**config.mk**
```make
export PLATFORM = sky130hd
export DESIGN_NAME = ahb_output_stage_arb
export DESIGN_NICKNAME = d
export VERILOG_FILES = /design/src/rtl/ahb_output_stage_arb.sv
export SDC_FILE = /design/constraint.sdc
export NUM_CORES = 1
export LEC_CHECK = 0
export ABC_AREA = 0
export CAP_MARGIN = 25
export CORE_AREA = 2 2 100 102
export DETAILED_ROUTE_END_ITERATION = 8
export DIE_AREA = 0 0 102 104
export PLACE_DENSITY = 0.69
export SYNTH_ARGS = -nofsm -noshare
export SYNTH_HDL_FRONTEND = slang
export SYNTH_SLANG_ARGS = --single-unit
```
**constraint.sdc**
```tcl
create_clock -name HCLK -period 1.8 [get_ports HCLK]
set_input_delay 0.45 -clock HCLK [delete_from_list [all_inputs] [get_ports HCLK]]
set_output_delay 0.45 -clock HCLK [all_outputs]
set_load 0.01 [all_outputs]
```
**src/rtl/ahb_output_stage_arb.sv**
```systemverilog
// AHB bus-matrix output stage with built-in arbiter.
// Routes one of NUM_PORTS input-stage ports onto a shared slave port. Arbitration is
// round-robin (ARB_MODE = 0) or fixed priority with port 0 highest (ARB_MODE = 1).
// Defined-length bursts are kept on one port by a beat counter, and locked sequences
// keep their grant across HSEL gaps.
module ahb_output_stage_arb #(
  parameter int unsigned NUM_PORTS  = 2,
  parameter int unsigned PORT_W     = 1,
  parameter int unsigned ADDR_WIDTH = 32,
  parameter int unsigned DATA_WIDTH = 32,
  parameter int unsigned ARB_MODE   = 0
) (
  input  logic                            HCLK,
  input  logic                            HRESET,
  input  logic [NUM_PORTS-1:0]            sel_op,
  input  logic [NUM_PORTS*ADDR_WIDTH-1:0] addr_op,
  input  logic [NUM_PORTS*2-1:0]          trans_op,
  input  logic [NUM_PORTS-1:0]            write_op,
  input  logic [NUM_PORTS*3-1:0]          size_op,
  input  logic [NUM_PORTS*3-1:0]          burst_op,
  input  logic [NUM_PORTS*4-1:0]          prot_op,
  input  logic [NUM_PORTS*4-1:0]          master_op,
  input  logic [NUM_PORTS-1:0]            mastlock_op,
  input  logic [NUM_PORTS*DATA_WIDTH-1:0] wdata_op,
  input  logic [NUM_PORTS-1:0]            held_tran_op,
  input  logic                            HREADYOUTM,
  output logic [NUM_PORTS-1:0]            active_op,
  output logic                            HSELM,
  output logic [ADDR_WIDTH-1:0]           HADDRM,
  output logic [1:0]                      HTRANSM,
  output logic                            HWRITEM,
  output logic [2:0]                      HSIZEM,
  output logic [2:0]                      HBURSTM,
  output logic [3:0]                      HPROTM,
  output logic [3:0]                      HMASTERM,
  output logic                            HMASTLOCKM,
  output logic                            HREADYMUXM,
  output logic [DATA_WIDTH-1:0]           HWDATAM
);

  localparam logic [1:0] TransIdle   = 2'b00;
  localparam logic [1:0] TransNonseq = 2'b10;
  localparam logic [1:0] TransSeq    = 2'b11;

  localparam logic [2:0] BurstWrap4  = 3'b010;
  localparam logic [2:0] BurstIncr4  = 3'b011;
  localparam logic [2:0] BurstWrap8  = 3'b100;
  localparam logic [2:0] BurstIncr8  = 3'b101;
  localparam logic [2:0] BurstWrap16 = 3'b110;
  localparam logic [2:0] BurstIncr16 = 3'b111;

  logic [NUM_PORTS-1:0] req;
  logic [NUM_PORTS-1:0] rr_mask;
  logic [NUM_PORTS-1:0] req_hi;
  logic                 any_req;
  logic [PORT_W-1:0]    win_lo;
  logic [PORT_W-1:0]    win_hi;
  logic                 found_lo;
  logic                 found_hi;
  logic [PORT_W-1:0]    winner;
  logic                 hold;
  logic                 nonseq_acc;
  logic                 seq_acc;
  logic                 owner_idle;

  logic [PORT_W-1:0] addr_in_port_q, addr_in_port_d;
  logic              no_port_q, no_port_d;
  logic [PORT_W-1:0] data_in_port_q;
  logic              slave_sel_q;
  logic              hsel_lock_q, hsel_lock_d;
  logic [3:0]        beat_cnt_q, beat_cnt_d;
  logic [PORT_W-1:0] last_grant_q, last_grant_d;

  assign req     = held_tran_op & sel_op;
  assign any_req = |req;
  assign req_hi  = req & rr_mask;

  // Ports strictly above the last grant get first pick in round-robin.
  always_comb begin
    rr_mask = '0;
    for (int i = 0; i < int'(NUM_PORTS); i++) begin
      rr_mask[i] = (PORT_W'(i) > last_grant_q);
    end
  end

  // Winner selection: lowest-index requester overall, or above the last grant first.
  always_comb begin
    win_lo   = '0;
    win_hi   = '0;
    found_lo = 1'b0;
    found_hi = 1'b0;
    for (int i = 0; i < int'(NUM_PORTS); i++) begin
      if (req[i] && !found_lo) begin
        win_lo   = PORT_W'(i);
        found_lo = 1'b1;
      end
      if (req_hi[i] && !found_hi) begin
        win_hi   = PORT_W'(i);
        found_hi = 1'b1;
      end
    end
    if (ARB_MODE == 1) begin
      winner = win_lo;
    end else begin
      winner = found_hi ? win_hi : win_lo;
    end
  end

  // Address/control mux driven from the registered address-phase owner.
  always_comb begin
    active_op  = '0;
    HSELM      = 1'b0;
    HADDRM     = '0;
    HTRANSM    = TransIdle;
    HWRITEM    = 1'b0;
    HSIZEM     = '0;
    HBURSTM    = '0;
    HPROTM     = '0;
    HMASTERM   = '0;
    HMASTLOCKM = 1'b0;
    for (int i = 0; i < int'(NUM_PORTS); i++) begin
      if (!no_port_q && (addr_in_port_q == PORT_W'(i))) begin
        active_op[i] = 1'b1;
        HSELM        = sel_op[i];
        HADDRM       = addr_op[i*ADDR_WIDTH +: ADDR_WIDTH];
        HTRANSM      = trans_op[i*2 +: 2];
        HWRITEM      = write_op[i];
        HSIZEM       = size_op[i*3 +: 3];
        HBURSTM      = burst_op[i*3 +: 3];
        HPROTM       = prot_op[i*4 +: 4];
        HMASTERM     = master_op[i*4 +: 4];
        HMASTLOCKM   = mastlock_op[i];
      end
    end
  end

  // Write-data mux follows the data-phase owner, one transfer behind the address mux.
  always_comb begin
    HWDATAM = '0;
    for (int i = 0; i < int'(NUM_PORTS); i++) begin
      if (data_in_port_q == PORT_W'(i)) begin
        HWDATAM = wdata_op[i*DATA_WIDTH +: DATA_WIDTH];
      end
    end
  end

  assign HREADYMUXM = slave_sel_q ? HREADYOUTM : 1'b1;

  assign nonseq_acc = HSELM && (HTRANSM == TransNonseq);
  assign seq_acc    = HSELM && (HTRANSM == TransSeq);
  assign owner_idle = !no_port_q && (HTRANSM == TransIdle);

  // Beats left in a defined-length burst after the beat currently on the bus.
  always_comb begin
    beat_cnt_d = beat_cnt_q;
    if (nonseq_acc) begin
      unique case (HBURSTM)
        BurstWrap4, BurstIncr4:   beat_cnt_d = 4'd3;
        BurstWrap8, BurstIncr8:   beat_cnt_d = 4'd7;
        BurstWrap16, BurstIncr16: beat_cnt_d = 4'd15;
        default:                  beat_cnt_d = 4'd0;
      endcase
    end else if (seq_acc && (beat_cnt_q != 4'd0)) begin
      beat_cnt_d = beat_cnt_q - 4'd1;
    end else if (owner_idle) begin
      beat_cnt_d = 4'd0;
    end
  end

  // Post-beat count is used so the first (NONSEQ) beat of a burst already blocks
  // re-arbitration; SEQ/BUSY and an active lock also keep the current owner.
  assign hold = (beat_cnt_d != 4'd0) || HTRANSM[0] || (HMASTLOCKM && (HSELM || hsel_lock_q));

  // Next owner and lock tracking.
  always_comb begin
    addr_in_port_d = addr_in_port_q;
    no_port_d      = no_port_q;
    last_grant_d   = last_grant_q;
    if (!hold) begin
      if (any_req) begin
        no_port_d      = 1'b0;
        addr_in_port_d = winner;
        last_grant_d   = winner;
      end else begin
        no_port_d = 1'b1;
      end
    end
    if (HSELM && HTRANSM[1] && HMASTLOCKM) begin
      hsel_lock_d = 1'b1;
    end else if (!HMASTLOCKM) begin
      hsel_lock_d = 1'b0;
    end else begin
      hsel_lock_d = hsel_lock_q;
    end
  end

  // All state advances only on a ready cycle; wait states freeze everything.
  always_ff @(posedge HCLK or posedge HRESET) begin
    if (HRESET) begin
      addr_in_port_q <= '0;
      no_port_q      <= 1'b1;
      data_in_port_q <= '0;
      slave_sel_q    <= 1'b0;
      hsel_lock_q    <= 1'b0;
      beat_cnt_q     <= 4'd0;
      last_grant_q   <= PORT_W'(NUM_PORTS - 1);
    end else if (HREADYMUXM) begin
      addr_in_port_q <= addr_in_port_d;
      no_port_q      <= no_port_d;
      data_in_port_q <= addr_in_port_q;
      slave_sel_q    <= HSELM;
      hsel_lock_q    <= hsel_lock_d;
      beat_cnt_q     <= beat_cnt_d;
      last_grant_q   <= last_grant_d;
    end
  end

endmodule

```
=== Word-level counts from Yosys, hierarchy flattened ===
Index checks and enable logic that the tools add are counted.

* Register bits: 10
* Bits of input ports: 171
* Output and inout port bits: 86
* Word-level logic and storage cells: 85

* Add/sub/neg operators: 1
* $lt $le $gt $ge: 2
* Equality and inequality tests: 9
* Mux-type cells: 35
* Bitwise gates (word level): 4
* Reductions and logical operators: 27

{| class="wikitable"
|+ Operators by type and width
! kind !! count
|-
| 2-to-1 mux 32 bit || 3
|-
| 2-to-1 mux 4 bit || 7
|-
| 2-to-1 mux 1 bit || 18
|-
| equality test 3 bit, second input constant || 4
|-
| 2-to-1 mux 3 bit || 4
|-
| one-hot mux 4 bit (3 select lines) || 1
|-
| logical AND 1 bit || 11
|-
| nonzero test 4 bit || 2
|-
| OR reduction 2 bit || 4
|-
| equality test 3 x 2 -> 1 bit, second input constant || 2
|-
| AND 2 bit || 2
|-
| equality test 2 bit, second input constant || 2
|-
| 2-to-1 mux 2 bit || 2
|-
| AND reduction 2 bit || 2
|-
| subtractor 4 x 1 -> 4 bit, second input constant || 1
|-
| logical NOT 1 bit || 3
|-
| logical OR 1 bit || 3
|-
| AND reduction 3 bit || 1
|-
| greater-than comparator 1 bit, first input constant || 2
|-
| logical NOT 2 bit || 1
|-
| inequality test 2 x 1 -> 1 bit, second input constant || 1
|-
| inverter 1 bit || 2
|}

=== Longest topological paths before layout ===
Gate-level depths: netlist of run 1.

* Depth after elaboration: 14
* Gate-level depth with buffers: 8
* Depth with buffers taken out: 7

=== Worst setup path before layout of run 1 ===
No wires, ideal clock.

* Kind: register -> register
* From: register addr_in_port_q
* To: register addr_in_port_q
* Setup time: 126 ps
* Data arrival time: 1656 ps
* Required time: 1674 ps
* Path slack: 18 ps
* Cell stages (with the launch flop): 9
* Buffers on the path: 2
* Clock period less this slack: 1782 ps
* Path through: dfrtp_1 > buf_6 > buf_6 > mux2i_1 > nor2_1 > a22oi_2 > nand4_1 > or2_1 > o32a_1

* Elaborated cells between the ends (all ways): 38
* Those cells by class: eq/ne (8); mux (12); bitwise (2); reduce/logical (16)

{| class="wikitable"
|+ RTL lines
! what !! RTL line !! source
|-
| start, declared || 66 || <nowiki>logic [PORT_W-1:0] addr_in_port_q, addr_in_port_d;</nowiki>
|-
| start signal, assigned || 208 || <nowiki>addr_in_port_q <= addr_in_port_d;</nowiki>
|-
| inverter 1 bit || 122 || <nowiki>if (!no_port_q && (addr_in_port_q == PORT_W'(i))) begin</nowiki>
|-
| logical AND 1 bit || 122 ||
|-
| 2-to-1 mux 1 bit || 122 ||
|-
| 2-to-1 mux 1 bit (*) || 122 ||
|-
| net HMASTLOCKM || 36 || <nowiki>output logic HMASTLOCKM,</nowiki>
|-
| logical AND 1 bit (*) || 172 || <nowiki>assign hold = (beat_cnt_d != 4'd0) || HTRANSM[0] || (HMASTLOCKM && (HSELM || hsel_lock_q));</nowiki>
|-
| logical OR 1 bit (*) || 172 ||
|-
| inverter 1 bit (no line) (*) || n/a ||
|-
| AND reduction 3 bit (no line) (*) || n/a ||
|}

Mark *: on every way through the listed nets, which the timed path passes. The rest lies on a longest branch.
A chain may end at the register's enable or synchronous reset.

=== Worst setup path in the final report of run 1 ===
* From: register addr_in_port_q
* To: register last_grant_q

* Word-level cells in the longest chain between the ends: 14
* Elaborated cells between the ends (all ways): 38
* Those cells by class: eq/ne (8); mux (12); bitwise (2); reduce/logical (16)

{| class="wikitable"
|+ RTL lines
! what !! RTL line !! source
|-
| parallel branches: the longest is 11 deep, another holds one-hot mux 4 bit (3 select lines) || n/a ||
|-
| logical OR 1 bit (*) || 172 ||
|-
| inverter 1 bit (no line) (*) || n/a ||
|-
| AND reduction 3 bit (no line) (*) || n/a ||
|-
| end signal, assigned || 206 || <nowiki>last_grant_q <= PORT_W'(NUM_PORTS - 1);</nowiki>
|-
| end signal, assigned || 214 || <nowiki>last_grant_q <= last_grant_d;</nowiki>
|-
| end, declared || 72 || <nowiki>logic [PORT_W-1:0] last_grant_q, last_grant_d;</nowiki>
|}

Mark *: on every way between the ends.

==> impl.org, run 1 <==
** Routing
- Pre-Repair DR Iteration Count :: 4
- Total via count after detailed routing :: 3049
- Routed len/inst :: 17.6 um
- Via density per instance :: 4.54
- Once detail routing completed, the nets flagged for antenna violations numbered 0.
- The detailed router finished its first iteration with 84 violations.
- Wires add up to 11.8 mm.
- Count of unresolved DRC violations after routing :: 0

** Synthesis
- Mapped Area :: 0.00181 mm2
- Library cells used by synthesis :: 39
- Cell taking the most area after synthesis :: sky130_fd_sc_hd__mux2i_1
- Yosys printed 0 warnings.
- Counting every net in the synthesized netlist gives 403.
- The share of the Yosys chip area taken by registers is 0.139.
- Fraction of post-synthesis cell area in the top cell type by area :: 0.282
- A synthesized cell averages 7.85 um2.
- After synthesis, the cell types taking the most area are sky130_fd_sc_hd__mux2i_1 (28%), sky130_fd_sc_hd__mux2_2 (20%), sky130_fd_sc_hd__nor2_1 (12%), sky130_fd_sc_hd__dfrtp_1 (11%), sky130_fd_sc_hd__dfstp_2 (2.9%).
- After synthesis the netlist holds a flip-flop and latch count of 10.
- Counting every instance in the synthesized netlist gives 231.

** STA
- Headroom to the max-slew limit came out at 0.724.
- Count of endpoints failing hold in the final timing report :: 0
- Worst-case clock skew :: 0.00767 ns
- Final Slew Violations :: 0
- Max Clock Freq :: 0.502 GHz
- Setup violations remaining at the end of the flow were counted as 72.
- The routed design could run at a clock period as short as 1.99 ns.
- At the pin with the least slew margin, the transition time is 0.414 ns.
- Final critical-path setup slack :: -0.192 ns
- Final worst-path cycle share :: 1.11
- Setup repair after global routing missed its margin :: true
- Final hold slack :: 0.525 ns

** Floorplan
- Measured along the y axis, the die boundary spans 104 um.
- Overall die area :: 0.0106 mm2
- Initial core utilization :: 0.190
- Placeable core area :: 0.00955 mm2
- The die is 102 um wide.
- Pin placement for this block handled 257 I/O pins.
- Row count :: 36

** GRT
- Global-route congestion overflow total :: 0
- GRT Total Usage :: 0.203
- The number of antenna violations at the first check in global routing came to 0.
- Maximum number of pins on one net before global-route repair :: 18
- Via count of the first global-routing pass :: 3230
- First-pass GRT wire length :: 17.0 mm

** Finish
- In the final layout, the share of cells above drive strength 1 is 0.377.
- With fillers left out, the area of the finished cells amounts to 0.00532 mm2.
- Net count of the finished layout :: 711
- Post-Route Utilization :: 0.557
- Compared with the post-synthesis result, the final layout area differs by 194%.
- The repair_antennas step left the layout with diodes totalling 0.

** Job
- Number of max-capacitance violations reported :: 0

** Run status
- Status :: finished with violations
- Violated checks :: negative setup slack

** Clocking
- Hold-fix buffers at CTS :: 0
- The tree built by TritonCTS fans out to 10 sinks.
- The tree is rooted in a sky130_fd_sc_hd__clkbuf_8.
- Latest clock arrival within the worst-skew pair :: 0.24 ns
- Buffers inserted during clock tree synthesis total 3.
- CTS tree :: done
- The clock passes through at most 2 buffers.
- In this run the number of H-tree levels came out at 1.
- After clock tree synthesis, the clock-pin slew on the worst setup and hold paths is 0.05 ns.

** Place
- In this run the cell area measured after placement is 0.00470 mm2.
- Hpwl dp :: 8.44 mm
- At the placement stage, the worst setup path has a slack of -0.607 ns.
- The count of buffers added on input and output ports is 256.
- The congestion estimate from routability-driven global placement came to 0.916.

** Worst hold path
- Class of the tightest hold or removal check :: in2async

** Worst setup path
- The worst setup path is launched from a flop.
- Worst endpoint required time :: 1.95 ns
- In this run the worst path has a maximum fanout of 6.
- Critical setup path kind :: reg2reg
- For the worst setup path, the data arrival time is 2.15 ns.
- The worst setup path is captured at a flop.

** Power
- Power density of the placed cells :: 1250 mW/mm2
- Overall power consumption after layout is estimated at 6.66 mW.
- The analysis attributes to cell leakage a power of 2.49 nW.
- Peak supply drop :: 552 uV
final timing paths:
| check | startpoint | endpoint | slack, ns | depth (start not counted) |
|---|---|---|---|---|
| min reg2reg | last_grant_q | last_grant_q | 0.55 | 1 |
| max in group asynchronous | HRESET | last_grant_q | 0.94 | 2 |
| max | addr_in_port_q | last_grant_q | -0.19 | 9 |
| min in group HCLK | last_grant_q | last_grant_q | 0.55 | 1 |
| min | HRESET | slave_sel_q | 0.53 | 2 |
| max reg2reg | addr_in_port_q | last_grant_q | -0.19 | 9 |
logic make-up (layout without fill, tap and decap cells):
| group | after synthesis | after routing | synth area share |
|---|---|---|---|
| compound gates | 25 | 25 | 0.0904 |
| buf+inv | 22 | 329 | 0.0573 |
| flops | 10 | 10 | 0.139 |
| fa+ha+maj | 1 | 1 | 0.00690 |
| simple gates | 90 | 90 | 0.226 |
| mux | 83 | 83 | 0.480 |
synth_stat cells (all sizes together):
library cell,instances
nor2,58
mux2i,51
mux2,32
clkbuf,9
nand2,9
buf,8
dfrtp,8
o21ai,7
a21oi,5
nand3,5
inv,4
a31oi,3
nand3b,3
nor3,3
a211oi,2
a21o,2
dfstp,2
nand2b,2
nand4,2
or2,2
a22oi,1
a41oi,1
and2b,1
clkinv,1
ha,1
nor2b,1
nor4,1
nor4bb,1
o211ai,1
o21a,1
o22a,1
o32a,1
or3,1
or3b,1
flip-flops by register name (all words and copies together) (netlist names):
register / flops
beat_cnt_q: 4
addr_in_port_q: 1
data_in_port_q: 1
last_grant_q: 1
hsel_lock_q: 1
slave_sel_q: 1
no_port_q: 1
layer usage:
layer	share of wire	GRT usage	vias to the layer above	wire length (um)
met1	0.38	0.247	1464	4540
li1	-	-	1435	-
met5	0	0	-	0
met4	0.017	0.0390	0	204
met3	0.066	0.0423	18	781
met2	0.53	0.364	132	6280
power breakdown:
part | internal [mW] | switching [mW]
Clock | 0.155 | 0.0845
Sequential | 0.358 | 0.153
Combinational | 3.45 | 2.46
Total | 3.96 | 2.70
stage by stage:
step,instances,TNS (ns)
2_1_floorplan,231,0
3_3_place_gp,629,-25.62
3_5_place_dp,629,-26.45
4_1_cts,666,-10.38
5_1_grt,671,-9.41
6_report,671,-5.02
cell usage in the layout (no fill, tap or decap), drive strengths merged, types with 3 or more instances in the layout:
| master | Yosys | layout |
|---|---|---|
| clkdlybuf4s50 | 0 | 161 |
| buf | 8 | 117 |
| nor2 | 58 | 58 |
| mux2i | 51 | 51 |
| mux2 | 32 | 32 |
| clkbuf | 9 | 28 |
| dlygate4sd2 | 0 | 13 |
| nand2 | 9 | 9 |
| dfrtp | 8 | 8 |
| o21ai | 7 | 7 |
| nand3 | 5 | 5 |
| a21oi | 5 | 5 |
| inv | 4 | 4 |
| dlymetal6s2s | 0 | 3 |
| a31oi | 3 | 3 |
| nand3b | 3 | 3 |
| nor3 | 3 | 3 |
worst max-delay path: stages, from the launching register on:
cell and delay [ns]:
sky130_fd_sc_hd__dfrtp_2 0.45, sky130_fd_sc_hd__buf_6 0.14, sky130_fd_sc_hd__mux2i_4 0.24, sky130_fd_sc_hd__buf_6 0.13
sky130_fd_sc_hd__nor4bb_1 0.04, sky130_fd_sc_hd__o21ai_1 0.13, sky130_fd_sc_hd__nand4_1 0.16, sky130_fd_sc_hd__or2_1 0.26
sky130_fd_sc_hd__buf_4 0.14, sky130_fd_sc_hd__o22a_1 0.21
what timing repair did:
item | in CTS | in global routing
setup endpoints to repair | 92 | 90
endpoints found under the hold margin | 0 | 0
setup buffers | 26 | 11
pin swaps | 4 | 11
gates resized for setup | 304 | 139
cloned | 7 | 3
final cells by class:
cell class	instances	area, um2
Fill cell	912	4230
Timing Repair Buffer	320	3160
Multi-Input combinational cell	199	1680
Sequential cell	10	255
Tap cell	133	166
Clock buffer	4	45.0
Inverter	5	18.8
No activity file was read; power rests on OpenSTA's default activity.
==> inputs of run 2 (changes only) <==
--- a/config.mk
+++ b/config.mk
@@ -10,6 +10,7 @@
 export CORE_AREA = 2 2 100 102
 export DETAILED_ROUTE_END_ITERATION = 8
 export DIE_AREA = 0 0 102 104
+export HOLD_SLACK_MARGIN = 0.08
 export PLACE_DENSITY = 0.69
 export SYNTH_ARGS = -nofsm -noshare
 export SYNTH_HDL_FRONTEND = slang
==> results of run 2 <==
Same layout as run 1: the final DEF is identical, and so are final timing and power.
